==> src/rtl/fir_tdm_mc.sv <==
// Multi-channel FIR filter: a single time-multiplexed MAC serves NUM_CH interleaved channels.
// It has run-time loadable coefficients, valid/ready sink and source, and a saturating, rounded output.
module fir_tdm_mc #(
    parameter  int DATA_W    = 24,
    parameter  int COEF_W    = 18,
    parameter  int COEF_FRAC = 16,
    parameter  int TAPS      = 16,
    parameter  int NUM_CH    = 2,
    localparam int CH_W      = (NUM_CH > 1) ? $clog2(NUM_CH) : 1,
    localparam int AW        = $clog2(TAPS)
) (
    input  logic              clk,
    input  logic              reset_n,
    input  logic [DATA_W-1:0] sink_data,
    input  logic [CH_W-1:0]   sink_channel,
    input  logic              sink_valid,
    input  logic              sink_error,
    output logic              sink_ready,
    output logic [DATA_W-1:0] source_data,
    output logic [CH_W-1:0]   source_channel,
    output logic              source_valid,
    output logic [1:0]        source_error,
    input  logic              source_ready,
    input  logic              coef_wr_en,
    input  logic [AW-1:0]     coef_addr,
    input  logic [COEF_W-1:0] coef_wdata,
    output logic              coef_ready
);
    localparam int PROD_W = DATA_W + COEF_W;
    localparam int ACC_W  = DATA_W + COEF_W + AW;

    localparam logic [AW-1:0]            IDX_LAST   = AW'(TAPS - 1);
    localparam logic [AW:0]              TAP_LIM    = (AW + 1)'(TAPS);
    localparam logic [CH_W:0]            CH_LIM     = (CH_W + 1)'(NUM_CH);
    localparam logic signed [ACC_W-1:0]  RND_HALF   = ACC_W'(1) <<< (COEF_FRAC - 1);
    localparam logic signed [ACC_W-1:0]  OUT_MAX    = (ACC_W'(1) <<< (DATA_W - 1)) - ACC_W'(1);
    localparam logic signed [ACC_W-1:0]  OUT_MIN    = -(ACC_W'(1) <<< (DATA_W - 1));
    localparam logic signed [COEF_W-1:0] COEF_UNITY = COEF_W'(1) <<< COEF_FRAC;

    typedef enum logic [1:0] {S_IDLE, S_MAC, S_RND, S_OUT} state_t;

    function automatic logic signed [ACC_W-1:0] round_half_up(input logic signed [ACC_W-1:0] a);
        return (a + RND_HALF) >>> COEF_FRAC;
    endfunction

    function automatic logic clips(input logic signed [ACC_W-1:0] y);
        return (y > OUT_MAX) || (y < OUT_MIN);
    endfunction

    function automatic logic signed [DATA_W-1:0] saturate(input logic signed [ACC_W-1:0] y);
        if (y > OUT_MAX) return OUT_MAX[DATA_W-1:0];
        if (y < OUT_MIN) return OUT_MIN[DATA_W-1:0];
        return y[DATA_W-1:0];
    endfunction

    state_t                   state_q, state_d;
    logic signed [DATA_W-1:0] hist_q [NUM_CH][TAPS];
    logic        [AW-1:0]     wptr_q [NUM_CH];
    logic signed [COEF_W-1:0] coef_q [TAPS];
    logic        [CH_W-1:0]   ch_q;
    logic                     err_q;
    logic        [AW-1:0]     k_q;
    logic        [AW-1:0]     rd_q;
    logic signed [ACC_W-1:0]  acc_q;

    logic                     accept;
    logic                     ch_ok;
    logic                     coef_we;
    logic                     mac_last;
    logic signed [PROD_W-1:0] prod;
    logic signed [ACC_W-1:0]  y_rnd;

    always_comb begin
        accept   = sink_valid && (state_q == S_IDLE);
        ch_ok    = {1'b0, sink_channel} < CH_LIM;
        coef_we  = coef_wr_en && (state_q == S_IDLE) && ({1'b0, coef_addr} < TAP_LIM);
        mac_last = (k_q == IDX_LAST);
        prod     = PROD_W'(hist_q[ch_q][rd_q]) * PROD_W'(coef_q[k_q]);
        y_rnd    = round_half_up(acc_q);
    end

    assign sink_ready   = (state_q == S_IDLE);
    assign coef_ready   = (state_q == S_IDLE);
    assign source_valid = (state_q == S_OUT);

    always_ff @(posedge clk or negedge reset_n) begin
        if (!reset_n) state_q <= S_IDLE;
        else          state_q <= state_d;
    end

    // Samples on an out-of-range channel are consumed in IDLE without leaving it.
    always_comb begin
        state_d = state_q;
        case (state_q)
            S_IDLE:  if (accept && ch_ok) state_d = S_MAC;
            S_MAC:   if (mac_last)        state_d = S_RND;
            S_RND:                        state_d = S_OUT;
            S_OUT:   if (source_ready)    state_d = S_IDLE;
            default:                      state_d = S_IDLE;
        endcase
    end

    always_ff @(posedge clk or negedge reset_n) begin
        if (!reset_n) begin
            for (int c = 0; c < NUM_CH; c++) begin
                wptr_q[c] <= '0;
                for (int t = 0; t < TAPS; t++) hist_q[c][t] <= '0;
            end
            for (int t = 0; t < TAPS; t++) coef_q[t] <= (t == 0) ? COEF_UNITY : '0;
            ch_q           <= '0;
            err_q          <= 1'b0;
            k_q            <= '0;
            rd_q           <= '0;
            acc_q          <= '0;
            source_data    <= '0;
            source_channel <= '0;
            source_error   <= '0;
        end else begin
            if (coef_we) coef_q[coef_addr] <= coef_wdata;
            case (state_q)
                S_IDLE: begin
                    if (accept && ch_ok) begin
                        hist_q[sink_channel][wptr_q[sink_channel]] <= sink_data;
                        ch_q  <= sink_channel;
                        err_q <= sink_error;
                        rd_q  <= wptr_q[sink_channel];
                        k_q   <= '0;
                        acc_q <= '0;
                    end
                end
                // Walk the history backwards from the newest sample while k walks the coefficients.
                S_MAC: begin
                    acc_q <= acc_q + ACC_W'(prod);
                    k_q   <= k_q + AW'(1);
                    rd_q  <= (rd_q == '0) ? IDX_LAST : rd_q - AW'(1);
                    if (mac_last)
                        wptr_q[ch_q] <= (wptr_q[ch_q] == IDX_LAST) ? '0 : wptr_q[ch_q] + AW'(1);
                end
                S_RND: begin
                    source_data    <= saturate(y_rnd);
                    source_channel <= ch_q;
                    source_error   <= {err_q, clips(y_rnd)};
                end
                default: ;
            endcase
        end
    end
endmodule

==> config.mk <==
export PLATFORM = sky130hd
export DESIGN_NAME = fir_tdm_mc
export DESIGN_NICKNAME = d
export VERILOG_FILES = /design/src/rtl/fir_tdm_mc.sv
export SDC_FILE = /design/constraint.sdc
export NUM_CORES = 2
export LEC_CHECK = 0
export CAP_MARGIN = 40
export CORE_ASPECT_RATIO = 0.6
export CORE_MARGIN = 3
export CORE_UTILIZATION = 40
export DETAILED_ROUTE_END_ITERATION = 10
export MAX_ROUTING_LAYER = met4
export PLACE_DENSITY = 0.56
export SYNTH_ARGS = -nofsm -noshare
export SYNTH_HDL_FRONTEND = slang
export SYNTH_SLANG_ARGS = --single-unit
export TNS_END_PERCENT = 20
==> constraint.sdc <==
create_clock -name clk -period 7.9 [get_ports clk]
set_input_delay 1.58 -clock clk [delete_from_list [all_inputs] [get_ports clk]]
set_output_delay 1.58 -clock clk [all_outputs]
set_load 0.02 [all_outputs]
After elaboration in Yosys (flattened, before gate mapping)
Index checks and enable logic that the tools add are counted.
{"block": "totals", "register_bits": 1149, "latchBits": 0, "ramBits": 0, "mem_bits_ro": 0, "inputBits": 53, "output_inout_bits": 30, "elab_cells": 152, "memories": 0}
{"block": "op_classes", "n_addsub": 5, "multipliers": 1, "div_mod_pow": 0, "magnitude_cmp": 12, "eq_ne": 8, "shifts": 0, "n_mux": 47, "bitwise_logic": 6, "n_reduce_logical": 14}
{"operator": "2-to-1 mux 384 bit", "n": 4}
{"operator": "bitwise mux 768 bit", "n": 1}
{"operator": "demux 384 bit (select 1 bit)", "n": 1}
{"operator": "bitwise mux 288 bit", "n": 1}
{"operator": "2-to-1 mux 24 bit", "n": 7}
{"operator": "binary-select mux 24 bit (select 4 bit)", "n": 1}
{"operator": "demux 24 bit (select 4 bit)", "n": 1}
{"operator": "one-hot mux 46 bit (2 select lines)", "n": 1}
{"operator": "binary-select mux 18 bit (select 4 bit)", "n": 1}
{"operator": "demux 18 bit (select 4 bit)", "n": 1}
{"operator": "2-to-1 mux 18 bit", "n": 3}
{"operator": "adder 46 x 17 -> 46 bit (second input constant)", "n": 1}
{"operator": "adder 46 x 42 -> 46 bit", "n": 1}
{"operator": "2-to-1 mux 46 bit", "n": 1}
{"operator": "2-to-1 mux 4 bit", "n": 11}
{"operator": "multiplier 24 x 18 -> 42 bit", "n": 1}
{"operator": "> comparator 30 x 24 -> 1 bit (second input constant)", "n": 1}
{"operator": "< comparator 30 x 24 -> 1 bit (second input constant)", "n": 1}
{"operator": ">= comparator 5 bit (second input constant)", "n": 4}
{"operator": "NOT 4 -> 5 bit", "n": 4}
{"operator": "one-hot mux 4 bit (2 select lines)", "n": 2}
{"operator": "< comparator 5 x 1 -> 1 bit (second input constant)", "n": 2}
{"operator": "adder 4 x 1 -> 4 bit (second input constant)", "n": 2}
{"operator": "bitwise mux 8 bit", "n": 1}
{"operator": "other kinds (20)", "n": 39}

Depth between registers and ports, before layout
{"block": "depth", "word_depth": 12, "ltp_mapped": 32, "depth_no_buf": 28}

Worst setup path before layout
OpenSTA, ideal clock, no wires.
{"block": "synth_path", "path_type": "register -> register", "start": "register ch_q", "end": "register acc_q[43]", "setup_time_ns": 0.095, "arrival_time_ns": 8.303, "required_ns": 7.805, "slack_ns": -0.498, "stages_incl_launch_ff": 27, "path_buffers": 4, "synth_period_minus_slack_ns": 8.398, "path_cell_list": "dfrtp_1 clkbuf_1 buf_2 buf_2 mux4_2 mux4_2 mux2_2 clkbuf_1 nor2b_1 fa_1 fa_1 fa_1 fa_1 fa_1 inv_1 fa_1 inv_1 ha_1 ha_1 a21o_1 a21o_1 a21oi_1 o21ai_0 and3_1 a211o_1 o21a_1 o31ai_1"}
{"block": "synth_between", "elab_chain_cells": 10}
{"item": "from (decl)", "line": "60", "source": "logic [CH_W-1:0] ch_q;"}
{"item": "from (signal assigned)", "line": "124", "source": "ch_q <= sink_channel;"}
{"item": "NOT 1 -> 2 bit (not written as such)", "line": "78", "source": "prod = PROD_W'(hist_q[ch_q][rd_q]) * PROD_W'(coef_q[k_q]);"}
{"item": "2-to-1 mux 384 bit (not written as such) (3 in a row)", "line": "78"}
{"item": "binary-select mux 24 bit (select 4 bit)", "line": "78"}
{"item": "2-to-1 mux 24 bit (not written as such) (2 in a row)", "line": "78"}
{"item": "multiplier 24 x 18 -> 42 bit", "line": "78"}
{"item": "adder 46 x 42 -> 46 bit", "line": "133", "source": "acc_q <= acc_q + ACC_W'(prod);"}
{"item": "one-hot mux 46 bit (2 select lines)", "line": "120", "source": "case (state_q)"}
{"item": "to (signal assigned)", "line": "133"}
{"item": "to (decl)", "line": "64", "source": "logic signed [ACC_W-1:0] acc_q;"}
No other way between the ends. The select of a mux whose other input is x is not followed.
A chain may end at the register's enable or synchronous reset.

Worst setup path after layout
{"block": "layout_path", "start": "register ch_q", "end": "register acc_q[38]"}
The elaborated chain is that of the path after synthesis.

==> out/metrics.yaml <==
final_common_cell: "dfrtp_1"
wl_per_cell_um: 25.0
cts_tree: "built"
p_leak_nw: 38.7
holdPathEnd: "hist_q[688]"
grt_start_max_net_pins: 172
fin_nets: 6166
die-area_um2: 179000
synth_top_family_by_area: "multiplexers"
final_util_pct: 47.7
start_util_pct: 40.6
startpoint_type: "flop"
rr_endpoint: "acc_q[38]"
synth_xor_area_share_pct: 0.771
rsz0062_at_grt: "true"
synth_ff_type: "dfrtp_1"
cts_buffers: 110
cp-end-kind: "flop"
drt_first_pass_iters: 5
outcome: "complete, but fails checks"
synthCells: 5164
drive_gt1_share_pct: 40.7
path_clk_slew_ps: 80
max_freq_mhz: 123
ys_ff_latch: 1149
numClockSinks: 1149
min_path_cells: 1
fin_skew_ps: 67.8
clock_path_buffers: 3
reg2reg_slack_ps: -200
violations: "negative setup slack"
grt_first_pass_wirelength_um: 302000
whs_ps: 492
setup_viol: 16
worst_path_most_repeated_cell: "fa_1"
syn-cell-area_um2: 69300
core_area_um2: 171000
finalCriticalPeriod_ps: 8100
setup_ws_ps: -202
die_w_um: 543
pin_count: 83
die_h_um: 328
antenna_found_initial: 13
cp_max_fo: 8
min_from: "hist_q[688]"
relSlewSlack_pct: 31.6
postRouteAntennaNets: 0
fp-row-count: 117
crit_type: "reg -> reg"
synth.avg_cell_area_um2: 13.4
worstSkewPairLatency_ps: 760
first_global_vias: 45300
r2r_start: "ch_q"
dr_wl_met3_um: 12200
cts_max_level: 3
hold_class: "reg -> reg"
yosys.area_share.simple_pct: 5.15
synth_edf_count: 0
yosys_warnings: 0
drt_iter0_markers: 3123
critPathRequiredTime_ps: 8500
synth-compound-area-share_pct: 2.52
synth_fa_ha_area_share_pct: 16.6
wl_met2_um: 82000
cap_violations: 0
finalPower_mw: 34.4
muxShareOfSynthArea_pct: 28.6
async_reset_ff_share_pct: 100
reg2reg_depth: 29
portBuffers: 82
place_congestion: 0.885
num_vias: 42800
power_density_nw_per_um2: 422
dpl.hpwl_um: 133000
slowest_delay_ps: 540
layout_common_cells: "1,140 x dfrtp_1, 1,066 x mux2_2, 491 x inv_1"
place_ws_ps: -548
crit_path_top_delay_cell: "fa_1"
slew_viol_final: 0
crit_arrival_ps: 8700
synth_cell_types: 68
wl_met1_um: 98700
cts-root-buf: "clkbuf_16"
hold_viol: 0
post-route-period-util_pct: 103
routed_wl_um: 196000
overflow: 0
ys_seq_area_share_pct: 41.5
syn_nets: 5845
areaGrowthSynthToFinish_pct: 17.5
routed_via_density: 5.46
ir_drop_uv: 615
tightest_slew_ps: 1030
highest_layer: "met4"
grt_util_all_layers_pct: 23.1
remaining_drc_errors: 0
-- repair_timing --
item | CTS | global route
resized for setup | 119 | 90
pin swaps | 20 | 56
setup endpoints to repair | 27 | 29
gates cloned | 5 | 1
hold buffers | 0 | 0
buffers inserted | 20 | 15
-- routing by layer --
| metal | vias up | track usage [%] |
|---|---|---|
| li1 | 18400 | - |
| met1 | 23100 | 35.9 |
| met2 | 992 | 31.8 |
| met3 | 191 | 4.08 |
| met4 | 0 | 3.74 |
| met5 | - | - |
-- cells in the mapped netlist (20+ instances only) --
master	n	share of area, %
xor2_1	20	0.25
nand2b_1	86	0.78
inv_1	499	2.7
dfrtp_1	1148	41
buf_2	60	0.43
o21ai_0	57	0.41
buf_1	26	0.14
o22a_1	24	0.30
mux4_2	318	10
clkbuf_1	261	1.4
nand2_1	202	1.1
nor2b_1	81	0.73
nor2_1	236	1.3
mux2i_1	35	0.51
xnor2_1	41	0.52
fa_1	486	14
mux2_1	20	0.32
o22ai_1	25	0.23
mux2_2	1073	17
nand3_1	31	0.22
a21oi_1	76	0.55
ha_1	142	2.6
-- critical path, delay by kind of cell, from the launching register on --
kind | cells | cell delay [ps]
adder cells (fa/ha/maj) | 8 | 3870
multiplexers | 3 | 1160
flip-flops | 1 | 500
buffers and inverters | 9 | 920
AND/OR/NAND/NOR | 1 | 50
AO/OA/AOI/OAI | 8 | 1440
-- metrics by stage --
stage / setup TNS, ps / instance area [um2] / instances
after floorplan: -6.56 / 69400 / 5164
after global placement: -6720 / 75700 / 7567
after detailed placement: -8210 / 76200 / 7594
after CTS: -1300 / 80900 / 7821
after global routing: -6260 / 81500 / 7841
final: -1760 / 81500 / 7841
-- kinds of logic (layout without fill, tap and decap cells) --
kind of cell,count (synthesis),in the layout
XOR/XNOR,61,61
other,0,4
AO/OA/AOI/OAI,271,271
multiplexers,1449,1449
adder cells (fa/ha/maj),628,628
AND/OR/NAND/NOR,746,746
flip-flops,1149,1149
buffers and inverters,860,1272
-- final cells by class --
cell class                      count  area [um2]
Clock inverter                     40         616
Inverter                          500        1880
Sequential cell                  1149       28800
Multi-Input combinational cell   3155       38300
Tap cell                         2261        2830
Fill cell                       15000       89300
Antenna cell                        4        10.0
Timing Repair Buffer              569        5880
Clock buffer                      163        3230
-- worst max path at each step --
| stage | start | end | slack (ps) |
|---|---|---|---|
| global placement | rd_q[0] | acc_q[40] | -520 |
| detailed placement | rd_q[0] | acc_q[38] | -550 |
| global route | ch_q | acc_q[38] | -400 |
| floorplan | ch_q | acc_q[43] | -7 |
| CTS | ch_q | acc_q[41] | -160 |
| finish | ch_q | acc_q[38] | -200 |
-- report_power, final --
| group | total (mW) | internal (mW) | switching, mW |
|---|---|---|---|
| logic | 21.2 | 10.1 | 11.0 |
| clock network | 5.66 | 3.18 | 2.47 |
| registers | 7.54 | 6.90 | 0.640 |
-- sequential cells by signal, summed over array words and instances (netlist names), 2 cells and up --
| register | flops |
|---|---|
| hist_q | 768 |
| coef_q | 288 |
| acc_q | 46 |
| source_data | 24 |
| wptr_q | 8 |
| k_q | 4 |
| rd_q | 4 |
| source_error | 2 |
| state_q | 2 |
(Power assumes the default switching activity.)
